## src/rtl/nn_pkg.sv

```systemverilog
// Shared types and saturating arithmetic helpers for the FNN neuron engines.
// Helpers work on sign-extended 64-bit values and clamp to a w-bit signed range.
package nn_pkg;

    typedef enum logic [2:0] {
        ST_IDLE  = 3'd0,
        ST_ACCUM = 3'd1,
        ST_DRAIN = 3'd2,
        ST_BIAS  = 3'd3,
        ST_ACT   = 3'd4,
        ST_OUT   = 3'd5
    } neuron_state_e;

    typedef enum logic [1:0] {
        ACT_LIN  = 2'd0,
        ACT_RELU = 2'd1
    } act_mode_e;

    // Operands must already lie inside the w-bit range, so clamping the exact sum
    // is the same as the sign-based overflow rule.
    function automatic logic signed [63:0] sat_add(input logic signed [63:0] a,
                                                   input logic signed [63:0] b,
                                                   input int w);
        logic signed [63:0] sum, hi, lo;
        sum = a + b;
        hi  = (64'sd1 <<< (w - 1)) - 64'sd1;
        lo  = -hi - 64'sd1;
        if (sum > hi)
            sat_add = hi;
        else if (sum < lo)
            sat_add = lo;
        else
            sat_add = sum;
    endfunction

    function automatic logic signed [63:0] sat_narrow(input logic signed [63:0] a,
                                                      input int w);
        logic signed [63:0] hi, lo;
        hi = (64'sd1 <<< (w - 1)) - 64'sd1;
        lo = -hi - 64'sd1;
        if (a > hi)
            sat_narrow = hi;
        else if (a < lo)
            sat_narrow = lo;
        else
            sat_narrow = a;
    endfunction

endpackage

```

## src/rtl/neuron_wmem.sv

```systemverilog
// Weight store: one write port, one synchronous read port.
// Contents are deliberately not reset; the read register is the MAC's first stage.
module neuron_wmem #(
    parameter int DEPTH  = 30,
    parameter int DATA_W = 16,
    parameter int AW     = (DEPTH > 1) ? $clog2(DEPTH) : 1
) (
    input  logic              clk,
    input  logic              we,
    input  logic [AW-1:0]     waddr,
    input  logic [DATA_W-1:0] wdata,
    input  logic [AW-1:0]     raddr,
    output logic [DATA_W-1:0] rdata
);

    logic [DATA_W-1:0] mem [DEPTH];

    always_ff @(posedge clk) begin
        if (we)
            mem[waddr] <= wdata;
        rdata <= mem[raddr];
    end

endmodule

```

## src/rtl/neuron_mac_engine.sv

```systemverilog
// Fully-connected neuron: streams NUM_WEIGHT inputs through a 3-stage saturating MAC,
// adds a bias, applies linear/ReLU activation and returns one result per vector.
module neuron_mac_engine
    import nn_pkg::*;
#(
    parameter int LAYER_NO   = 1,
    parameter int NEURON_NO  = 0,
    parameter int NUM_WEIGHT = 30,
    parameter int DATA_W     = 16,
    parameter int INT_W      = 4
) (
    input  logic              clk,
    input  logic              rst,
    input  logic [31:0]       cfg_layer,
    input  logic [31:0]       cfg_neuron,
    input  logic              w_valid,
    input  logic [DATA_W-1:0] w_data,
    input  logic              b_valid,
    input  logic [DATA_W-1:0] b_data,
    input  logic [1:0]        act_mode,
    input  logic              in_valid,
    output logic              in_ready,
    input  logic [DATA_W-1:0] in_data,
    output logic              out_valid,
    input  logic              out_ready,
    output logic [DATA_W-1:0] out_data,
    output logic              busy
);

    localparam int F     = DATA_W - INT_W;
    localparam int ACC_W = 2 * DATA_W;
    localparam int AW    = (NUM_WEIGHT > 1) ? $clog2(NUM_WEIGHT) : 1;

    neuron_state_e state, nxt;

    logic [AW-1:0]            w_ptr, rd_cnt, rd_addr;
    logic signed [DATA_W-1:0] bias, x_s1, w_s1;
    logic signed [ACC_W-1:0]  prod_s2, acc;
    logic [1:0]               vld_pipe;
    logic                     relu_q, in_hs, last_hs, cfg_hit, we;
    logic signed [63:0]       acc_ext, prod_ext, bias_ext, mac_sum, bias_sum, narrow;
    logic [DATA_W-1:0]        act_val;

    assign in_ready = (state == ST_IDLE) || (state == ST_ACCUM);
    assign busy     = (state != ST_IDLE);
    assign in_hs    = in_valid && in_ready;
    assign last_hs  = in_hs && (state == ST_ACCUM) && (rd_cnt == AW'(NUM_WEIGHT - 1));
    assign cfg_hit  = (cfg_layer == 32'(LAYER_NO)) && (cfg_neuron == 32'(NEURON_NO)) &&
                      (state == ST_IDLE);
    assign we       = cfg_hit && w_valid;
    // The first element of a vector arrives in IDLE, before rd_cnt has advanced.
    assign rd_addr  = (state == ST_IDLE) ? '0 : rd_cnt;

    neuron_wmem #(
        .DEPTH (NUM_WEIGHT),
        .DATA_W(DATA_W),
        .AW    (AW)
    ) u_wmem (
        .clk  (clk),
        .we   (we),
        .waddr(w_ptr),
        .wdata(w_data),
        .raddr(rd_addr),
        .rdata(w_s1)
    );

    always_comb begin
        acc_ext  = {{(64 - ACC_W){acc[ACC_W-1]}}, acc};
        prod_ext = {{(64 - ACC_W){prod_s2[ACC_W-1]}}, prod_s2};
        bias_ext = {{(64 - DATA_W){bias[DATA_W-1]}}, bias};
        mac_sum  = sat_add(acc_ext, prod_ext, ACC_W);
        bias_sum = sat_add(acc_ext, bias_ext <<< F, ACC_W);
        narrow   = sat_narrow(acc_ext >>> F, DATA_W);
        act_val  = (relu_q && narrow[63]) ? '0 : narrow[DATA_W-1:0];
    end

    always_comb begin
        nxt = state;
        case (state)
            ST_IDLE:  if (in_hs) nxt = ST_ACCUM;
            ST_ACCUM: if (last_hs) nxt = ST_DRAIN;
            ST_DRAIN: if (vld_pipe == '0) nxt = ST_BIAS;
            ST_BIAS:  nxt = ST_ACT;
            ST_ACT:   nxt = ST_OUT;
            ST_OUT:   if (out_ready) nxt = ST_IDLE;
            default:  nxt = ST_IDLE;
        endcase
    end

    always_ff @(posedge clk) begin
        if (rst)
            state <= ST_IDLE;
        else
            state <= nxt;
    end

    always_ff @(posedge clk) begin
        if (rst) begin
            w_ptr     <= '0;
            rd_cnt    <= '0;
            bias      <= '0;
            relu_q    <= 1'b0;
            x_s1      <= '0;
            prod_s2   <= '0;
            acc       <= '0;
            vld_pipe  <= '0;
            out_valid <= 1'b0;
            out_data  <= '0;
        end else begin
            if (we)
                w_ptr <= (w_ptr == AW'(NUM_WEIGHT - 1)) ? '0 : w_ptr + 1'b1;
            if (cfg_hit && b_valid)
                bias <= b_data;

            vld_pipe <= {vld_pipe[0], in_hs};
            if (in_hs)
                x_s1 <= in_data;
            prod_s2 <= ACC_W'(x_s1) * ACC_W'(w_s1);

            if (in_hs) begin
                if (state == ST_IDLE) begin
                    rd_cnt <= AW'(1);
                    relu_q <= (act_mode != ACT_LIN);
                end else begin
                    rd_cnt <= rd_cnt + 1'b1;
                end
            end

            case (state)
                ST_BIAS: acc <= bias_sum[ACC_W-1:0];
                ST_ACT: begin
                    out_data  <= act_val;
                    out_valid <= 1'b1;
                end
                ST_OUT: if (out_ready) begin
                    out_valid <= 1'b0;
                    acc       <= '0;
                end
                default: if (vld_pipe[1]) acc <= mac_sum[ACC_W-1:0];
            endcase
        end
    end

endmodule

```

## config.mk

```make
export PLATFORM = sky130hd
export DESIGN_NAME = neuron_mac_engine
export DESIGN_NICKNAME = d
export VERILOG_FILES = /design/src/rtl/nn_pkg.sv /design/src/rtl/neuron_wmem.sv /design/src/rtl/neuron_mac_engine.sv
export SDC_FILE = /design/constraint.sdc
export NUM_CORES = 2
export LEC_CHECK = 0
export ABC_CLOCK_PERIOD_IN_PS = 9700
export CAP_MARGIN = 10
export CORE_ASPECT_RATIO = 0.7
export CORE_MARGIN = 8
export CORE_UTILIZATION = 35
export CTS_CLUSTER_DIAMETER = 150
export CTS_CLUSTER_SIZE = 12
export DETAILED_ROUTE_END_ITERATION = 16
export PLACE_DENSITY = 0.6
export SETUP_SLACK_MARGIN = 0.3
export SYNTH_ARGS = -nofsm -noshare
export SYNTH_HDL_FRONTEND = slang
export SYNTH_HIERARCHICAL = 1
export SYNTH_SLANG_ARGS = --single-unit
```

## constraint.sdc

```tcl
create_clock -name clk -period 9.7 [get_ports clk]
set_input_delay 2.91 -clock clk [delete_from_list [all_inputs] [get_ports clk]]
set_output_delay 2.91 -clock clk [all_outputs]
set_load 0.005 [all_outputs]
```

# Yosys cells after proc, flatten, opt, wreduce, memory -nomap -nowiden

Memories as Yosys holds them, arrays and structs flattened. A register that Yosys moved wholly into a read port is not among the register bits.
Index checks and enable logic that the tools add are counted.
Widths: inputs -> output; s select.

$lt $le $gt $ge: 6
Multiply operators: 1
Bitwise operators: 1
Equality and inequality tests: 12
Reductions and logical operators: 20
$add $sub $neg: 4
Muxes and demuxes: 22

Operators by type and width:

| cell                 | count |
|---|---|
| $mux 32              | 6 |
| $mux 64              | 2 |
| $pmux 32 s3          | 1 |
| $gt 33x32->1 const B | 2 |
| $lt 33x32->1 const B | 2 |
| $add 32x28->33       | 1 |
| $add 32x32->33       | 1 |
| $eq 32x1->1 const B  | 1 |
| $logic_not 32->1     | 1 |
| $mul 16x16->32       | 1 |
| $gt 20x16->1 const B | 1 |
| $lt 20x16->1 const B | 1 |
| $pmux 3 s6           | 1 |
| $mux 16              | 1 |
| $mux 5               | 3 |
| $mux 3               | 4 |
| $add 5x1->5 const B  | 2 |
| $eq 5x5->1 const B   | 2 |
| $logic_and 1x1->1    | 8 |
| $ne 2x2->1 const B   | 4 |
| $eq 3x2->1 const B   | 2 |
| $eq 3x3->1 const B   | 2 |
| $reduce_bool 3->1    | 2 |
| $reduce_and 2->1     | 2 |
| 10 further kinds     | 13 |

Output and inout port bits: 19
Memories kept: 1
Bits in registers: 129
RAM bits: 480
Word-level logic and storage cells: 78

Memory list:

| memory     | depth | bits a word | rd ports | clocked after Yosys merged registers in | write ports | line              | text |
|---|---|---|---|---|---|---|---|
| u_wmem.mem | 30    | 16          | 1        | 1                                       | 1           | neuron_wmem.sv:16 | `logic [DATA_W-1:0] mem [DEPTH];` |

# Depth between registers and ports, before layout

Depth after elaboration: 7
Gate-level depth with buffers: 25

# Cells and area by module

Netlist, hierarchy kept.

Modules (own cells, without submodules):

| module            | sequential area each (sq um) | area each (sq um) | cells each | instances |
|---|---|---|---|---|
| neuron_wmem       | 14734.1                      | 19133.4           | 941        | 1 |
| neuron_mac_engine | 2582.5                       | 17664.4           | 2068       | 1 |

# Worst setup path after synthesis

No wires, ideal clock.

Path kind: reg-to-reg
Start point: register x_s1[15]
End point: register prod_s2[30]
Cell stages (with the launch flop): 23
Path slack: 3.515 ns
Path buffers: 1
Setup time: 0.121 ns
Arrival time: 6.065 ns
Clock period less this slack: 6.185 ns
Cell sequence: dfxtp_1 -> clkbuf_1 -> nand2_1 -> inv_1 -> fa_1 -> inv_1 -> fa_1 -> inv_1 -> fa_1 -> fa_1 -> fa_1 -> inv_1 -> fa_1 -> inv_1 -> ha_1 -> and2_1 -> a221o_1 -> nand2_1 -> a31oi_1 -> a211o_1 -> a41oi_1 -> o31a_1 -> mux2_2

Word-level cells in the longest chain between the ends: 1

Ends and longest elaborated chain:

| item                   | line                     | text |
|---|---|---|
| from (decl)            | neuron_mac_engine.sv:37  | `logic signed [DATA_W-1:0] bias, x_s1, w_s1;` |
| from (signal assigned) | neuron_mac_engine.sv:117 | `x_s1 <= in_data;` |
| $mul 16x16->32         | neuron_mac_engine.sv:118 | `prod_s2 <= ACC_W'(x_s1) * ACC_W'(w_s1);` |
| to (signal assigned)   | neuron_mac_engine.sv:118 |  |
| to (decl)              | neuron_mac_engine.sv:38  | `logic signed [ACC_W-1:0] prod_s2, acc;` |

Every way passes these cells.
A chain may end at the register's enable or synchronous reset.

# Worst setup path after layout

Start point: register x_s1[8]
End point: register prod_s2[24]

The elaborated chain is that of the path after synthesis.

==> impl_metrics.ini <==
[synth]
syn_area_um2 = 36800
seq_area_frac_synth_pct = 47.06
synth_nets = 3532
yosysWarnings = 6
synth_ff_type = edfxtp_1
synthArstFlopShare_pct = 0
synthCells = 3009
synth_edf_count = 480
synth_top_cell_by_area = edfxtp_1
ys_ff_latch = 625
synthTopCellsByArea = edfxtp_1, fa_1, dfxtp_1
syn_area_per_cell_um2 = 12.23
yosysTopAreaCellShare_pct = 39.17
netlist-cell-type-count = 83

[critical_path]
end_kind = flip-flop
cp_slowest_cell = dfxtp_1
critPathBufInv = 3
critPathMaxFanout = 17
crit_type = flip-flop to flip-flop
worstPathCellList = nand2_1, fa_1, fa_1, fa_1, fa_1, inv_1, fa_1, inv_1, fa_1, inv_1, ha_1, a21oi_1, o211ai_1, a21oi_1, o31ai_2, a221o_1, o31ai_1, mux2_2
critical_path.max_stage_delay_ps = 800
crit_required_ps = 10230
cp-start-kind = flip-flop
crit_top_cell = fa_1
cp.arrival_ps = 7330
cpLargestDelayFamily = adder cells

[routing]
wl_per_cell_um = 19.86
drt-pass1-iter-count = 5
wl_met3_um = 7100
num_vias = 23130
drc = 0
vias_per_cell = 5.061
first_iter_violations = 1842
ant_nets = 0
routed_wl_um = 90750
m1WireLength_um = 45020
dr_wl_met2_um = 37600
top_layer = met5

[grt]
antenna_found_initial = 5
first_global_vias = 23780
grt_pass1_wl_um = 143400
overflow = 0
grtUsageTotal_pct = 15.67
grt_max_degree = 115

[run]
drv_cap = 0

[cells_and_area]
drive_gt1_share_pct = 7.826
stdcell_count = 4570
area_delta_synth_final_pct = 12.22
fillers = 9870
antenna_cells = 0
design_area_um2 = 41290
nNetsFinal = 3649
utilization_pct = 39.64

[worst_hold_path]
hp-class = flip-flop to flip-flop

[clocking]
cts-root-buf = clkbuf_16
cts_made_buffers = 58
clock-sinks = 625
clock_latency_ps = 650
cts_tree = done
hold_buffers = 0
cts-htree-levels = 2
clk_pin_slew_worst_paths_ps = 80
cts_setup_buffers = 0
cts_buffer_depth = 3
ctsResizeCount = 0

[floorplan]
row_count = 99
core_area_um2 = 104200
die_x_um = 403.6
dieArea_um2 = 115900
start_util_pct = 35.32
die_h_um = 287.3
ioPinCount = 139

[timing]
clock_skew_ps = 43.78
period_needed_ps = 6799
rsz0062_at_grt = false
max_freq_ghz = 0.1471
slew_headroom_pct = 22.48
holdWs_ps = 454.5
finalHoldViolations = 0
slew_viol_final = 0
tightest_slew_ps = 1159
fin_tns_setup_ps = 0
finalCritPeriodShare_pct = 70.09
setup_viol = 0

[power]
ir_drop_mv = 0.1715
p_leak_nw = 15.56
power_density_nw_per_um2 = 204.2

[placed_design]
gp_congestion = 0.8357
port_buffers = 138
post-dp-hpwl_um = 64970
dp_cells = 4479
place_area_um2 = 39640

[outcome]
status = finished clean
routing by layer:
metal	global-route usage, %	vias to the layer above
met4	2.278	4
li1	-	10720
met3	3.444	80
met1	24.26	11610
met2	22.75	720
met5	0	-
flip-flops by register name (all words and copies together) (netlist names):
signal and count:
prod_s2 32, u_wmem/mem 480, u_wmem/rdata 16, out_valid 1, acc 32, bias 16
rd_cnt 5, out_data 16, relu_q 1, w_ptr 5, vld_pipe 2, state 3
x_s1 16
layout by cell type, fill, tap and decap left out, drive strengths merged, types with 51 or more instances in the layout:
cell type	netlist	final
mux4	73	73
o21ai	63	63
clkbuf	71	86
and2	134	134
nor2	192	192
edfxtp	480	480
a21oi	118	118
inv	339	341
nand2	276	276
ha	139	139
clkdlybuf4s50	0	137
a211oi	51	51
fa	264	264
dfxtp	145	145
mux2i	84	84
power breakdown:
part           total (W)  switching, W  internal (W)
logic            0.00327       0.00191       0.00136
clock network    0.00209      0.000987       0.00111
registers        0.00307      0.000100       0.00297
cells in the mapped netlist (all sizes together) (22+ instances only):
library cell,instances
buf,59
clkbuf,71
nand2,276
nand3,37
o22ai,24
ha,139
dfxtp,145
nor3,22
a21oi,118
o21ai,63
nor4,25
xnor2,49
edfxtp,480
nor2b,48
a211oi,51
inv,339
mux4,73
mux2,31
a21o,31
fa,264
mux2i,84
xor2,34
nor2,192
and2,134
a22oi,36
stage by stage:
stage          total power (W)  setup WS (ps)
2_1_floorplan         0.005501           3515
3_3_place_gp          0.006373           3035
3_5_place_dp          0.006352           2935
4_1_cts               0.008500           2921
5_1_grt               0.009083           2526
6_report              0.008431           2901
cells by family after synthesis:
kind of cell | count (synthesis) | share of synthesized area, %
buffers and inverters | 469 | 5.434
DFF | 625 | 47.06
AOI/OAI and AO/OA | 430 | 8.025
adders and majority gates | 403 | 19.09
xor gates and xnor gates | 83 | 1.996
and+or+nand+nor | 811 | 10.54
muxes | 188 | 7.854
tightest hold or removal path, stage by stage (launching register included):
cell and delay, ps:
dfxtp_1 310, nand2_1 50, a21oi_1 50
worst paths after layout:
path,startpoint,to,slack (ps),cells after the start
worst max-delay path,x_s1[8],prod_s2[24],2900,18
worst min register to register,out_data[11],out_data[11],450,2
worst max register to register,x_s1[8],prod_s2[24],2900,18
worst min-delay path,out_data[11],out_data[11],450,2
area by class of cell:
| cell class | count | area, µm² | share of cell area, % |
|---|---|---|---|
| Multi-Input combinational cell | 1915 | 17530 | 42.44 |
| Sequential cell | 625 | 17320 | 41.93 |
| Tap cell | 1414 | 1769 | 4.284 |
| Timing Repair Buffer | 187 | 1763 | 4.269 |
| Clock buffer | 86 | 1556 | 3.769 |
| Inverter | 339 | 1272 | 3.081 |
| Clock inverter | 4 | 91.34 | 0.2212 |
Power figures use the tool's default switching activity.
